==> src/rtl/instr_fetch_if.sv <==
// Fetch-to-decode bundle: the fetch stage drives it through the "in" modport,
// and decode reads it through "out".
interface data_fetch_io;
    logic [31:0] pc;
    logic [31:0] instr;
    logic [31:0] pc_plus4;

    modport in  (output pc, output instr, output pc_plus4);
    modport out (input  pc, input  instr, input  pc_plus4);
endinterface

==> src/rtl/instr_fetch.sv <==
// IF stage: owns the fetch PC, drives the synchronous instruction BRAM and
// holds the IF/ID register, applying stall, flush, redirect and halt.

module instr_fetch_chk (
    input logic clk,
    input logic rst,
    input logic stall_f,
    input logic stall_d
);
    // The hazard unit must never hold decode while letting fetch run.
    a_no_stall_d_without_stall_f: assert property (
        @(posedge clk) disable iff (!rst) !(stall_d && !stall_f)
    ) else $error("stall_d asserted without stall_f");
endmodule

module instr_fetch #(
    parameter logic [31:0] RESET_PC  = 32'h0000_0000,
    parameter logic [31:0] NOP_INSTR = 32'h0000_0013
) (
    input  logic         clk,
    input  logic         rst,
    input  logic         stall_f,
    input  logic         stall_d,
    input  logic         flush_d,
    input  logic         pc_src_e,
    input  logic [31:0]  pc_target_e,
    input  logic         halt_e,
    output logic [31:0]  imem_addr,
    output logic         imem_en,
    input  logic [31:0]  imem_rdata,
    data_fetch_io.in     data_fetch_if,
    output logic         halted,
    output logic [31:0]  fetch_count
);

    typedef enum logic [0:0] {
        ST_RUN    = 1'b0,
        ST_HALTED = 1'b1
    } state_t;

    state_t      r_state;
    state_t      w_state_next;
    logic        w_run;
    logic        w_halted;

    logic [31:0] r_pc_f;
    logic [31:0] w_pc_next;
    logic [31:0] w_pc_f_plus4;

    logic [31:0] r_pc_d;
    logic [31:0] r_pc_plus4_d;
    logic        r_valid_d;
    logic [31:0] r_fetch_count;

    logic        w_kill_slot;
    logic        w_load_slot;

    assign w_pc_f_plus4 = r_pc_f + 32'd4;

    // FSM state register.
    always_ff @(posedge clk or negedge rst) begin
        if (!rst) begin
            r_state <= ST_RUN;
        end else begin
            r_state <= w_state_next;
        end
    end

    // FSM next state: halt is ignored while decode is held for a hazard.
    always_comb begin
        w_state_next = r_state;
        case (r_state)
            ST_RUN: begin
                if (halt_e && !stall_d) begin
                    w_state_next = ST_HALTED;
                end else begin
                    w_state_next = ST_RUN;
                end
            end
            ST_HALTED: w_state_next = ST_HALTED;
            default:   w_state_next = ST_RUN;
        endcase
    end

    // FSM output decode.
    always_comb begin
        w_run    = 1'b0;
        w_halted = 1'b0;
        case (r_state)
            ST_RUN: begin
                w_run    = 1'b1;
                w_halted = 1'b0;
            end
            ST_HALTED: begin
                w_run    = 1'b0;
                w_halted = 1'b1;
            end
            default: begin
                w_run    = 1'b0;
                w_halted = 1'b0;
            end
        endcase
    end

    // Next fetch PC: halt beats redirect, redirect beats stall.
    always_comb begin
        w_pc_next = r_pc_f;
        if (halt_e || !w_run) begin
            w_pc_next = r_pc_f;
        end else if (pc_src_e) begin
            w_pc_next = pc_target_e;
        end else if (stall_f) begin
            w_pc_next = r_pc_f;
        end else begin
            w_pc_next = w_pc_f_plus4;
        end
    end

    // Fetch PC register.
    always_ff @(posedge clk or negedge rst) begin
        if (!rst) begin
            r_pc_f <= RESET_PC;
        end else begin
            r_pc_f <= w_pc_next;
        end
    end

    // IF/ID slot decision: flush/redirect beat stall_d, which beats halt and bubbles.
    always_comb begin
        w_kill_slot = 1'b0;
        w_load_slot = 1'b0;
        if (flush_d || pc_src_e) begin
            w_kill_slot = 1'b1;
        end else if (stall_d) begin
            w_kill_slot = 1'b0;
        end else if (!w_run || halt_e || stall_f) begin
            w_kill_slot = 1'b1;
        end else begin
            w_load_slot = 1'b1;
        end
    end

    // IF/ID register; the BRAM read on this same edge lines up with r_pc_d.
    always_ff @(posedge clk or negedge rst) begin
        if (!rst) begin
            r_pc_d       <= 32'h0000_0000;
            r_pc_plus4_d <= 32'h0000_0000;
            r_valid_d    <= 1'b0;
        end else if (w_load_slot) begin
            r_pc_d       <= r_pc_f;
            r_pc_plus4_d <= w_pc_f_plus4;
            r_valid_d    <= 1'b1;
        end else if (w_kill_slot) begin
            r_valid_d    <= 1'b0;
        end else begin
            r_valid_d    <= r_valid_d;
        end
    end

    // Count of valid instructions handed to decode.
    always_ff @(posedge clk or negedge rst) begin
        if (!rst) begin
            r_fetch_count <= 32'h0000_0000;
        end else if (w_load_slot) begin
            r_fetch_count <= r_fetch_count + 32'd1;
        end else begin
            r_fetch_count <= r_fetch_count;
        end
    end

    assign imem_addr           = r_pc_f;
    assign imem_en             = !stall_d && w_run;
    assign halted              = w_halted;
    assign fetch_count         = r_fetch_count;
    assign data_fetch_if.pc       = r_pc_d;
    assign data_fetch_if.pc_plus4 = r_pc_plus4_d;
    assign data_fetch_if.instr    = r_valid_d ? imem_rdata : NOP_INSTR;

    instr_fetch_chk u_chk (
        .clk     (clk),
        .rst     (rst),
        .stall_f (stall_f),
        .stall_d (stall_d)
    );

endmodule
==> src/flat_wrapper.sv <==
// flat-port wrapper written by rule: the top's interface ports become plain ports
module instr_fetch_flat 
#(
    parameter logic [31:0] RESET_PC  = 32'h0000_0000,
    parameter logic [31:0] NOP_INSTR = 32'h0000_0013
)
  (clk, rst, stall_f, stall_d, flush_d, pc_src_e, pc_target_e, halt_e, imem_addr, imem_en, imem_rdata, halted, fetch_count, data_fetch_if_pc, data_fetch_if_instr, data_fetch_if_pc_plus4);
  data_fetch_io data_fetch_if_i ();
  input  logic clk;
  input  logic rst;
  input  logic stall_f;
  input  logic stall_d;
  input  logic flush_d;
  input  logic pc_src_e;
  input  logic [31:0] pc_target_e;
  input  logic halt_e;
  output logic [31:0] imem_addr;
  output logic imem_en;
  input  logic [31:0] imem_rdata;
  output logic halted;
  output logic [31:0] fetch_count;
  output wire logic [$bits(data_fetch_if_i.pc)-1:0] data_fetch_if_pc;
  output wire logic [$bits(data_fetch_if_i.instr)-1:0] data_fetch_if_instr;
  output wire logic [$bits(data_fetch_if_i.pc_plus4)-1:0] data_fetch_if_pc_plus4;
  assign data_fetch_if_pc = data_fetch_if_i.pc;
  assign data_fetch_if_instr = data_fetch_if_i.instr;
  assign data_fetch_if_pc_plus4 = data_fetch_if_i.pc_plus4;
  instr_fetch #(.RESET_PC(RESET_PC), .NOP_INSTR(NOP_INSTR)) u_core (.clk(clk), .rst(rst), .stall_f(stall_f), .stall_d(stall_d), .flush_d(flush_d), .pc_src_e(pc_src_e), .pc_target_e(pc_target_e), .halt_e(halt_e), .imem_addr(imem_addr), .imem_en(imem_en), .imem_rdata(imem_rdata), .data_fetch_if(data_fetch_if_i), .halted(halted), .fetch_count(fetch_count));
endmodule
==> config.mk <==
export PLATFORM = sky130hd
export DESIGN_NAME = instr_fetch_flat
export DESIGN_NICKNAME = d
export VERILOG_FILES = /design/src/rtl/instr_fetch_if.sv /design/src/rtl/instr_fetch.sv /design/src/flat_wrapper.sv
export SDC_FILE = /design/constraint.sdc
export NUM_CORES = 1
export LEC_CHECK = 0
export ABC_AREA = 1
export BUFFER_PORTS_ARGS = -buffer_cell sky130_fd_sc_hd__buf_4
export CORE_MARGIN = 10
export CORE_UTILIZATION = 45
export DETAILED_ROUTE_END_ITERATION = 7
export GPL_TIMING_DRIVEN = 0
export PLACE_DENSITY = 0.73
export SYNTH_ARGS = -nofsm -noshare
export SYNTH_HDL_FRONTEND = slang
export SYNTH_SLANG_ARGS = --single-unit
==> constraint.sdc <==
create_clock -name clk -period 1.6 [get_ports clk]
set_input_delay 0.32 -clock clk [delete_from_list [all_inputs] [get_ports clk]]
set_output_delay 0.32 -clock clk [all_outputs]
set_load 0.01 [all_outputs]
==> run summary, run 1 <==
Vias in the first global route: 7,011
Syn. warnings: 0
Hold Path Class: input pin to register
Hpwl dp: 18.78 mm
Power, Total: 13.06 mW
Syn Std Cell Area: 6909 um2
WP data required: 1960 ps
Max_slew headroom: 0.5573
Worst Slack Setup Final: -111.6 ps
Total number of vias: 7,300
Synthesis-stage register bit count: 128
Final TNS setup: -870.1 ps
Max H-tree Level: 4
Die extent in x: 143.9 um
Worst-margin pin slew: 664.0 ps
Share of cells above drive strength 1: 0.3628
Lkg Pwr: 5.322 nW
Residual DRC count: 0
Synth unique cells: 31
Fmax: 0.5843 GHz
RSZ-0062 raised after global routing: true
Post-Syn Area per Cell: 7.108 um2
Fin crit share: 1.070
Slew Limit Fails: 0
First-pass GRT wire length: 37.18 mm
Peak VDD IR: 0.9434 mV
Post-Synthesis Cells: 972
Detailed Routing Iterations Pass 1: 5
Initial antenna violation count: 0
Syn_nets: 1,045
Grt ovf: 0
Critical Path Source Type: register
Seq/Total Area, Yosys: 0.4636
Root buf cell: clkbuf_16
WS Path Type: register to register
Global placement routability congestion: 0.9358
I/O Pins: 233
CTS tree: built
Syn-to-layout area delta: 48.13%
Setup Skew: 6.666 ps
Starting Density: 0.4562
Reg clk slew, reported paths: 50 ps
Final hold vios: 0
Layout Nets: 1,326
Pwr dens: 1277 nW/um2
Clk Latency, worst-skew pair: 420 ps
Failing checks: setup timing
Nature of the critical path endpoint: register
Status: finished, violations left
Number of diodes: 0
Crit-path max FO: 6
Via density: 5.024
Largest net degree at the start of global routing: 96
GRT Total Usage: 0.2302
TritonCTS Buffers: 17
Routed len/inst: 17.37 um
Max-Cap Viols: 0
WP data arrival: 2070 ps
Post-Route WL: 25.23 mm
Hold Slack: 132.2 ps
Shortest period the worst path allows: 1712 ps
DIE AREA: 20,710 um2
CTS Buffer Depth: 2
Die Y: 143.9 um
DR iter-0 viols: 523
Finish-stage setup viols: 23
Number of clock sinks: 128
Final ANT Viol Nets: 0
Row count: 45
Port bufs: 232
Core ar.: 15,150 um2
==> cells in the final DEF (no fill, tap or decap), types with 3 or more instances in the layout <==
cell and n:
nand2_1 339, buf_4 231, dfrtp_1 111, nor2_1 109, inv_1 72, o21ai_0 46, nand3_1 44, nand2_2 38
buf_6 37, inv_2 26, nor2_2 21, nor2_4 18, clkbuf_16 17, dfrtp_2 17, xor2_1 15, clkbuf_1 15
o21ai_1 14, o21a_1 8, buf_2 7, clkbuf_2 7, nand3_2 7, xnor2_1 7, nand2_4 6, nand3b_1 5
a21oi_1 5, xor2_2 4, nand4_1 4, o22ai_1 4, o211ai_1 4, or2_4 3, clkinv_2 3
==> critical path, cell delays in order, from the launching register on <==
cell	delay [ps]
dfrtp_1	400
nand2_1	130
nor2_1	290
nand2_4	160
nor2_4	230
buf_4	140
nand3_1	80
nand3_1	100
nand2_1	60
nand2_1	50
==> path summary, 6_finish.rpt <==
check                                             startpoint                           endpoint  slack (ps)  depth (start not counted)
hold / removal                                pc_target_e[0]                u_core.imem_addr[0]         130                          2
min in group asynchronous                                rst        u_core.data_fetch_if.pc[26]         350                          2
hold reg to reg            u_core.data_fetch_if.pc_plus4[22]  u_core.data_fetch_if.pc_plus4[22]         480                          2
setup / recovery                         u_core.imem_addr[6]               u_core.imem_addr[26]        -110                          9
setup reg to reg                         u_core.imem_addr[6]               u_core.imem_addr[26]        -110                          9
max in group asynchronous                                rst              u_core.fetch_count[4]         430                          3
==> synthesized netlist by cell type, drive strengths merged <==
| master | count | share of area |
|---|---|---|
| a21oi | 6 | 0.0043 |
| and2 | 1 | 0.00091 |
| buf | 14 | 0.012 |
| clkbuf | 19 | 0.010 |
| clkinv | 1 | 0.00054 |
| dfrtp | 128 | 0.46 |
| ha | 2 | 0.0036 |
| inv | 98 | 0.053 |
| mux2 | 2 | 0.0033 |
| nand2 | 383 | 0.21 |
| nand3 | 52 | 0.040 |
| nand3b | 5 | 0.0054 |
| nand4 | 4 | 0.0036 |
| nor2 | 148 | 0.091 |
| nor3 | 2 | 0.0014 |
| o211ai | 4 | 0.0043 |
| o21a | 8 | 0.0087 |
| o21ai | 62 | 0.045 |
| o22ai | 4 | 0.0036 |
| or2 | 3 | 0.0027 |
| xnor2 | 7 | 0.0089 |
| xor2 | 19 | 0.024 |
==> state kept, by name, indices dropped and copies added, names as in the netlist <==
register,cells
u_core.data_fetch_if.pc_plus4,32
u_core.fetch_count,32
u_core.imem_addr,32
u_core.data_fetch_if.pc,30
u_core.r_state,1
u_core.r_valid_d,1
==> power by group <==
part           switching [mW]  leakage [nW]  internal [mW]
sequential              0.811          1.62           4.07
clock                    1.38         0.271           2.36
combinational            2.40          3.43           2.04
==> final cells by class <==
type                    instances  area [um2]
well taps                     188       235.2
fillers                      1217        4911
clock buffers                  25       475.5
flip-flops and latches        128        3224
inverters                      99       371.6
clock inverters                 6       82.58
multi-input cells             712        3526
plain buffers                  33       200.2
repair buffers                262        2120
==> metrics by stage <==
step | instances | area [um2] | utilization | setup WS, ps
after detailed placement | 1393 | 8917 | 0.5888 | -316.6
after global placement | 1392 | 8886 | 0.5867 | -294.9
final | 1453 | 10230 | 0.6758 | -111.6
after floorplan | 972 | 6909 | - | 74.60
after CTS | 1431 | 9656 | 0.6375 | -63.06
after global routing | 1453 | 10230 | 0.6758 | -165.3
==> routing by layer <==
metal	GRT usage	vias to the layer above	part of all wire
li1	-	3565	-
met1	0.2721	3351	0.40
met2	0.3842	344	0.48
met3	0.07888	40	0.094
met4	0.07200	0	0.024
met5	0	-	0
==> what timing repair did <==
item | 4_1_cts | 5_1_grt
gates cloned | 0 | 3
pin swaps | 7 | 22
resized for setup | 38 | 169
endpoints found under the hold margin | 33 | 0
hold buffers | 1 | 0
endpoints found under the setup margin | 99 | 116
setup buffers | 6 | 19
==> kinds of logic after synthesis <==
family	Yosys count	synth area share
muxes	2	0.003259
and+or+nand+nor	598	0.3540
DFF	128	0.4636
AOI/OAI and AO/OA	84	0.06646
adders and majority gates	2	0.003621
xor gates and xnor gates	26	0.03296
buffers and inverters	132	0.07606
Power figures use the tool's default switching activity.
==> run 2, diff against run 1 <==
- SKIP_LAST_GASP: default -> 1
==> run 2 against run 1 <==
The run still ends with setup timing left. Critical path type unchanged. Clock power about the same. Sequential power about the same. Via count down 0.16%.
==> run summary, run 2 (synthesis gave the netlist of run 1 again) <==
Status: finished, violations left
Failing checks: setup timing
Worst r2r dst: u_core.imem_addr[26]
Global placement routability congestion: 0.9358 (unchanged)
Total number of vias: 7,288 (-0.16%)
Final hold vios: 0 (unchanged)
Fillcell total: 1,227 (+0.82%)
Worst-margin pin slew: 676.9 ps (+12.85 ps)
WP data arrival: 2080 ps (about the same)
DR iter-0 viols: 577 (+10%)
Pwr dens: 1279 nW/um2 (+0.21%)
Residual DRC count: 0 (unchanged)
Largest net degree at the start of global routing: 96 (unchanged)
Die extent in x: 143.9 um (unchanged)
Commonest non-fill, non-tap cells in the layout: nand2_1 (344), buf_4 (232), dfrtp_1 (111), nor2_1 (110), inv_1 (75)
Fmax: 0.5818 GHz (-0.42%)
Max H-tree Level: 4 (unchanged)
Critical Path Source Type: register
R2R Setup Slk: -120 ps (about the same)
Max_slew headroom: 0.5488 (-0.008570)
Final ANT Viol Nets: 0 (unchanged)
Peak VDD IR: 0.9451 mV (+0.18%)
I/O Pins: 233 (unchanged)
CTS Buffer Depth: 2 (unchanged)
Syn-to-layout area delta: 47.65%
Detailed Routing Iterations Pass 1: 5 (unchanged)
CTS tree: built
Register-to-Register Path Depth: 9 (unchanged)
Area occupied by multi-input gates: 3496 um2 (-0.85%)
Vias in the first global route: 7,011 (unchanged)
Reg clk slew, reported paths: 50 ps (about the same)
Nature of the critical path endpoint: register
Power, Total: 13.05 mW (-0.12%)
Placed cell count: 1,393 (unchanged)
Fin crit share: 1.074 (+0.004507)
Routed len/inst: 17.30 um (-0.38%)
Crit-path max FO: 6 (unchanged)
WHS Path Cells: 2 (unchanged)
Pre-CTS setup slack: -316.6 ps (unchanged)
WP data required: 1960 ps (about the same)
Row count: 45 (unchanged)
Max-Cap Viols: 0 (unchanged)
Grt ovf: 0 (unchanged)
Number of clock sinks: 128 (unchanged)
Setup Skew: 6.481 ps (-0.1847 ps)
Worst Hold End: u_core.imem_addr[0]
Final instance area: 10,200 um2 (-0.33%)
Worst r2r src: u_core.imem_addr[6]
Root buf cell: clkbuf_16
GRT Total Usage: 0.2302 (unchanged)
Lkg Pwr: 5.324 nW (about the same)
Post-Route WL: 25.14 mm (-0.38%)
Initial antenna violation count: 0 (unchanged)
Hold Slack: 129.1 ps (-3.064 ps)
Reg area: 3224 um2 (unchanged)
Number of diodes: 0 (unchanged)
Core ar.: 15,150 um2 (unchanged)
TritonCTS Buffers: 17 (unchanged)
Die Y: 143.9 um (unchanged)
Layout Nets: 1,326 (unchanged)
Hpwl dp: 18.78 mm (unchanged)
Hold Path Class: input pin to register
First-pass GRT wire length: 37.18 mm (unchanged)
DIE AREA: 20,710 um2 (unchanged)
Shortest period the worst path allows: 1719 ps (+7.211 ps)
Port bufs: 232 (unchanged)
Core Util, Final: 0.6735 (-0.002231)
WS Path Type: register to register
Worst Slack Setup Final: -118.8 ps (-7.211 ps)
Final TNS setup: -1032 ps (-161.5 ps)
Starting Density: 0.4562 (unchanged)
Share of cells above drive strength 1: 0.3542 (-0.008696)
Non-Filler Instances: 1,453 (unchanged)
Via density: 5.016 (-0.16%)
Origin of the worst min-delay path: pc_target_e[0]
RSZ-0062 raised after global routing: true
Finish-stage setup viols: 25 (+8.7%)
Area after DPL: 8917 um2 (unchanged)
Most common library cell in the layout ignoring fill and taps: nand2_1
Slew Limit Fails: 0 (unchanged)
Clk Latency, worst-skew pair: 430 ps (about the same)
## run 2: cell types whose count changed in the layout (fill, tap and decap cells not counted), moves of 3 or more
cell,before,now
nand2_2,38,33
inv_1,72,75
nand2_1,339,344
inv_2,26,23
## run 2: per-layer routing
metal  global-route usage  wire length, um  vias to the layer above
li1                     -                -                     3570
met1               0.2721            10040                     3337
met2               0.3842            12080                      338
met3              0.07888             2404                       43
met4              0.07200              613                        0
met5                    0                0                        -
## run 2: area by class of cell
class,instances,share of cell area
Timing Repair Buffer,262,0.2074
Tap cell,188,0.02306
Clock inverter,6,0.008095
Inverter,99,0.03643
Clock buffer,25,0.04661
Buffer,33,0.01962
Sequential cell,128,0.3161
Multi-Input combinational cell,712,0.3427
## run 2: how the worst max path moves through the flow
stage,from,endpoint,slack (ps),depth (start not counted)
floorplan,u_core.imem_addr[3],u_core.imem_addr[26],70,10
global placement,u_core.imem_addr[3],u_core.imem_addr[28],-290,10
detailed placement,u_core.imem_addr[3],u_core.imem_addr[28],-320,10
CTS,u_core.imem_addr[2],u_core.imem_addr[28],-60,10
global route,u_core.imem_addr[6],u_core.imem_addr[22],-170,9
finish,u_core.imem_addr[6],u_core.imem_addr[26],-120,9
## run 2: where the power goes
group | switching, mW | internal, mW
clock | 1.39 | 2.36
sequential | 0.814 | 4.07
combinational | 2.39 | 2.04
## run 2: critical path: stages, from the launching register on
cell	delay, ps
dfrtp_1	400
nand2_1	140
nor2_1	280
nand2_4	160
nor2_4	230
buf_4	140
nand3_1	80
nand3_1	100
nand2_1	60
nand2_1	50
## run 2: repair_timing
action | in CTS | in global routing
endpoints found under the setup margin | 99 | 116
gates resized for setup | 38 | 156
hold buffers | 1 | 0
hold endpoints to repair | 33 | 0
cloned | 0 | 3
setup buffers | 6 | 19
pin swaps | 7 | 22
==> run 3, diff against run 2 <==
- SETUP_SLACK_MARGIN: default -> 0.3
==> run 3 against run 2 <==
Flip-flop and latch count unchanged. Clock skew rose by 2.7 ps. Global-route usage rose by 5.2 points. The run still ends with setup timing left. Clock-buffer cell count down 6. Largest cell class unchanged. Sequential power up 4%. Routed wire length grew 51%. Critical path type unchanged. Die area unchanged. Critical path depth is 1 higher. Cell area up 27%. Via count up 26%. Maximum frequency fell by 3.5%.
==> run summary, run 3 (synthesis gave the netlist of run 1 again) <==
Status: finished, violations left
Failing checks: setup timing
Pwr dens: 1238 nW/um2 (-3.2%)
Hpwl dp: 18.84 mm (+0.32%)
DIE AREA: 20,710 um2 (unchanged)
Routing usage on met2: 0.4944 (+0.1102)
Commonest non-fill, non-tap cells in the layout: nand2_1 (276), buf_4 (228), buf_6 (153), nor2_1 (92), dfrtp_1 (86)
Most common library cell in the layout ignoring fill and taps: nand2_1
Worst r2r src: u_core.imem_addr[2]
Residual DRC count: 0 (unchanged)
Met3 Use GR: 0.06205 (-0.01683)
Reg area: 3256 um2 (+0.97%)
Worst Slack Setup Final: -180.8 ps (-62.00 ps)
WHS Path Cells: 3 (+1)
Syn-to-layout area delta: 86.87%
Nature of the critical path endpoint: register
Reg clk slew, reported paths: 60 ps (about the same)
Fin crit share: 1.113 (+0.03875)
Finish-stage setup viols: 97 (+290%)
Detailed Routing Iterations Pass 1: 7 (+2)
TritonCTS Buffers: 17 (unchanged)
Largest net degree at the start of global routing: 75 (-22%)
Clock network fraction of design power: 0.263 (-0.024)
Origin of the worst min-delay path: pc_target_e[5]
Core Util, Final: 0.8525 (+0.1789)
Port bufs: 232 (unchanged)
Post-Route WL: 37.99 mm (+51%)
Vias in the first global route: 8,164 (+16%)
Via density: 5.792 (+15%)
GRT Total Usage: 0.2819 (+0.05171)
Hold Path Class: input pin to register
Slowest CP cell: dfrtp_1
Worst-margin pin slew: 646.1 ps (-30.72 ps)
Routed len/inst: 23.93 um (+38%)
Final ANT Viol Nets: 0 (unchanged)
Grt ovf: 0 (unchanged)
Placed cell count: 1,393 (unchanged)
Met1 usage: 0.3157 (+0.04356)
Clk Latency, worst-skew pair: 440 ps (about the same)
Layout Nets: 1,460 (+10%)
WS Path Type: register to register
P_sw: 5.988 mW (+31%)
Lkg Pwr: 6.556 nW (+23%)
First-pass GRT wire length: 44.59 mm (+20%)
Shortest period the worst path allows: 1781 ps (+62.00 ps)
Fmax: 0.5616 GHz (-3.5%)
DR iter-0 viols: 1,134 (+97%)
Worst r2r dst: u_core.imem_addr[12]
R2R Setup Slk: -180 ps (-60 ps)
Die Y: 143.9 um (unchanged)
Setup Skew: 9.201 ps (+2.720 ps)
Internal power: 10.00 mW (+18%)
Max_slew headroom: 0.5692 (+0.02048)
Number of clock sinks: 128 (unchanged)
Slew Limit Fails: 0 (unchanged)
CTS tree: built
Slowest stage delay, CP: 430 ps (+30 ps)
Non-Filler Instances: 1,588 (+9.3%)
Total number of vias: 9,197 (+26%)
WP data required: 1960 ps (about the same)
WP data arrival: 2140 ps (+60 ps)
Fillcell total: 716 (-42%)
Die extent in x: 143.9 um (unchanged)
Root buf cell: clkbuf_16
Starting Density: 0.4562 (unchanged)
Peak VDD IR: 0.9396 mV (-0.59%)
Initial antenna violation count: 0 (unchanged)
Global placement routability congestion: 0.9190 (-1.8%)
Power, Total: 15.99 mW (+23%)
Sequential Power Share: 0.317 (-0.057)
Register-to-Register Path Depth: 10 (+1)
RSZ-0062 raised after global routing: true
CTS Buffer Depth: 2 (unchanged)
Area occupied by multi-input gates: 4239 um2 (+21%)
Row count: 45 (unchanged)
Ordered cell list for the critical path: ha_4, nand2_4, nor2_4, nand2_4, buf_4, nor2_4, nand2_1, nand3_1, nand2_1, o21ai_2
Max-Cap Viols: 0 (unchanged)
Worst Hold End: u_core.imem_addr[5]
Share of cells above drive strength 1: 0.5343 (+0.1801)
Critical Path Source Type: register
I/O Pins: 233 (unchanged)
Number of diodes: 0 (unchanged)
Core ar.: 15,150 um2 (unchanged)
Grt peak-use layer: met2
Switching share of total power: 0.3745 (+0.02292)
Final hold vios: 0 (unchanged)
Crit-path max FO: 6 (unchanged)
Max H-tree Level: 4 (unchanged)
Final TNS setup: -6920 ps (-5888 ps)
Comb power frac: 0.420 (+0.081)
[run 3: cell count changes in the layout (fill, tap and decap cells not counted), sizes merged]
cell,change
buf,+131
bufbuf,+1
bufinv,+1
clkbuf,-5
clkinv,+2
clkinvlp,+3
inv,+1
nand3,+1
[run 3: critical path, delay by kind of cell (launching register included)]
kind,cells,cell delay (ps)
AOI/OAI and AO/OA,1,80
buffers and inverters,1,170
adders and majority gates,1,200
and+or+nand+nor,7,810
DFF,1,430
[run 3: through the flow]
stage / worst slack [ps] / hold slack (ps) / instance area, um2
after floorplan: 131.5 / 24.41 / 7033
after global placement: -389.3 / 464.6 / 9010
after detailed placement: -115.9 / 394.4 / 9041
after CTS: -0.07405 / 136.2 / 11530
after global routing: -242.3 / 146.7 / 12910
final: -180.8 / 129.9 / 12910
[run 3: final cells by class]
type	count	area share
timing repair buffer	395	0.2937
sequential	128	0.2522
tap	188	0.01822
multi-input combinational	713	0.3283
buffer	33	0.03120
clock inverter	13	0.01250
clock buffer	19	0.03508
inverter	99	0.02878
[run 3: worst max path at each step]
stage | startpoint | end | slack, ps | cells after the start
after CTS | u_core.r_valid_d | data_fetch_if_instr[9] | -0.07 | 4
final | u_core.imem_addr[2] | u_core.imem_addr[12] | -180 | 10
after global placement | rst | u_core.imem_addr[4] | -390 | 1
after global routing | u_core.imem_addr[2] | u_core.imem_addr[14] | -240 | 9
after detailed placement | u_core.imem_addr[3] | u_core.imem_addr[22] | -120 | 10
after floorplan | u_core.imem_addr[3] | u_core.imem_addr[24] | 130 | 10
[run 3: layer usage]
| layer | vias to the layer above | share of wire |
|---|---|---|
| met5 | - | 0 |
| met4 | 0 | 0.087 |
| met3 | 267 | 0.098 |
| met2 | 760 | 0.49 |
| met1 | 4346 | 0.33 |
| li1 | 3824 | - |
[run 3: power groups by stage]
stage / Combinational, mW / Sequential [mW] / Clock (mW)
final: 6.72 / 5.06 / 4.21
after global routing: 7.10 / 5.12 / 4.28
after CTS: 5.24 / 4.88 / 4.06
after detailed placement: 4.09 / 4.90 / 0
after global placement: 4.03 / 4.87 / 0
after floorplan: 1.57 / 5.12 / 0
[run 3: what timing repair did]
item | CTS | global route
hold buffers | 1 | 0
setup endpoints to repair | 222 | 335
resized for setup | 333 | 234
buffers inserted | 74 | 75
cloned | 11 | 2
endpoints found under the hold margin | 73 | 0
pin swaps | 48 | 39
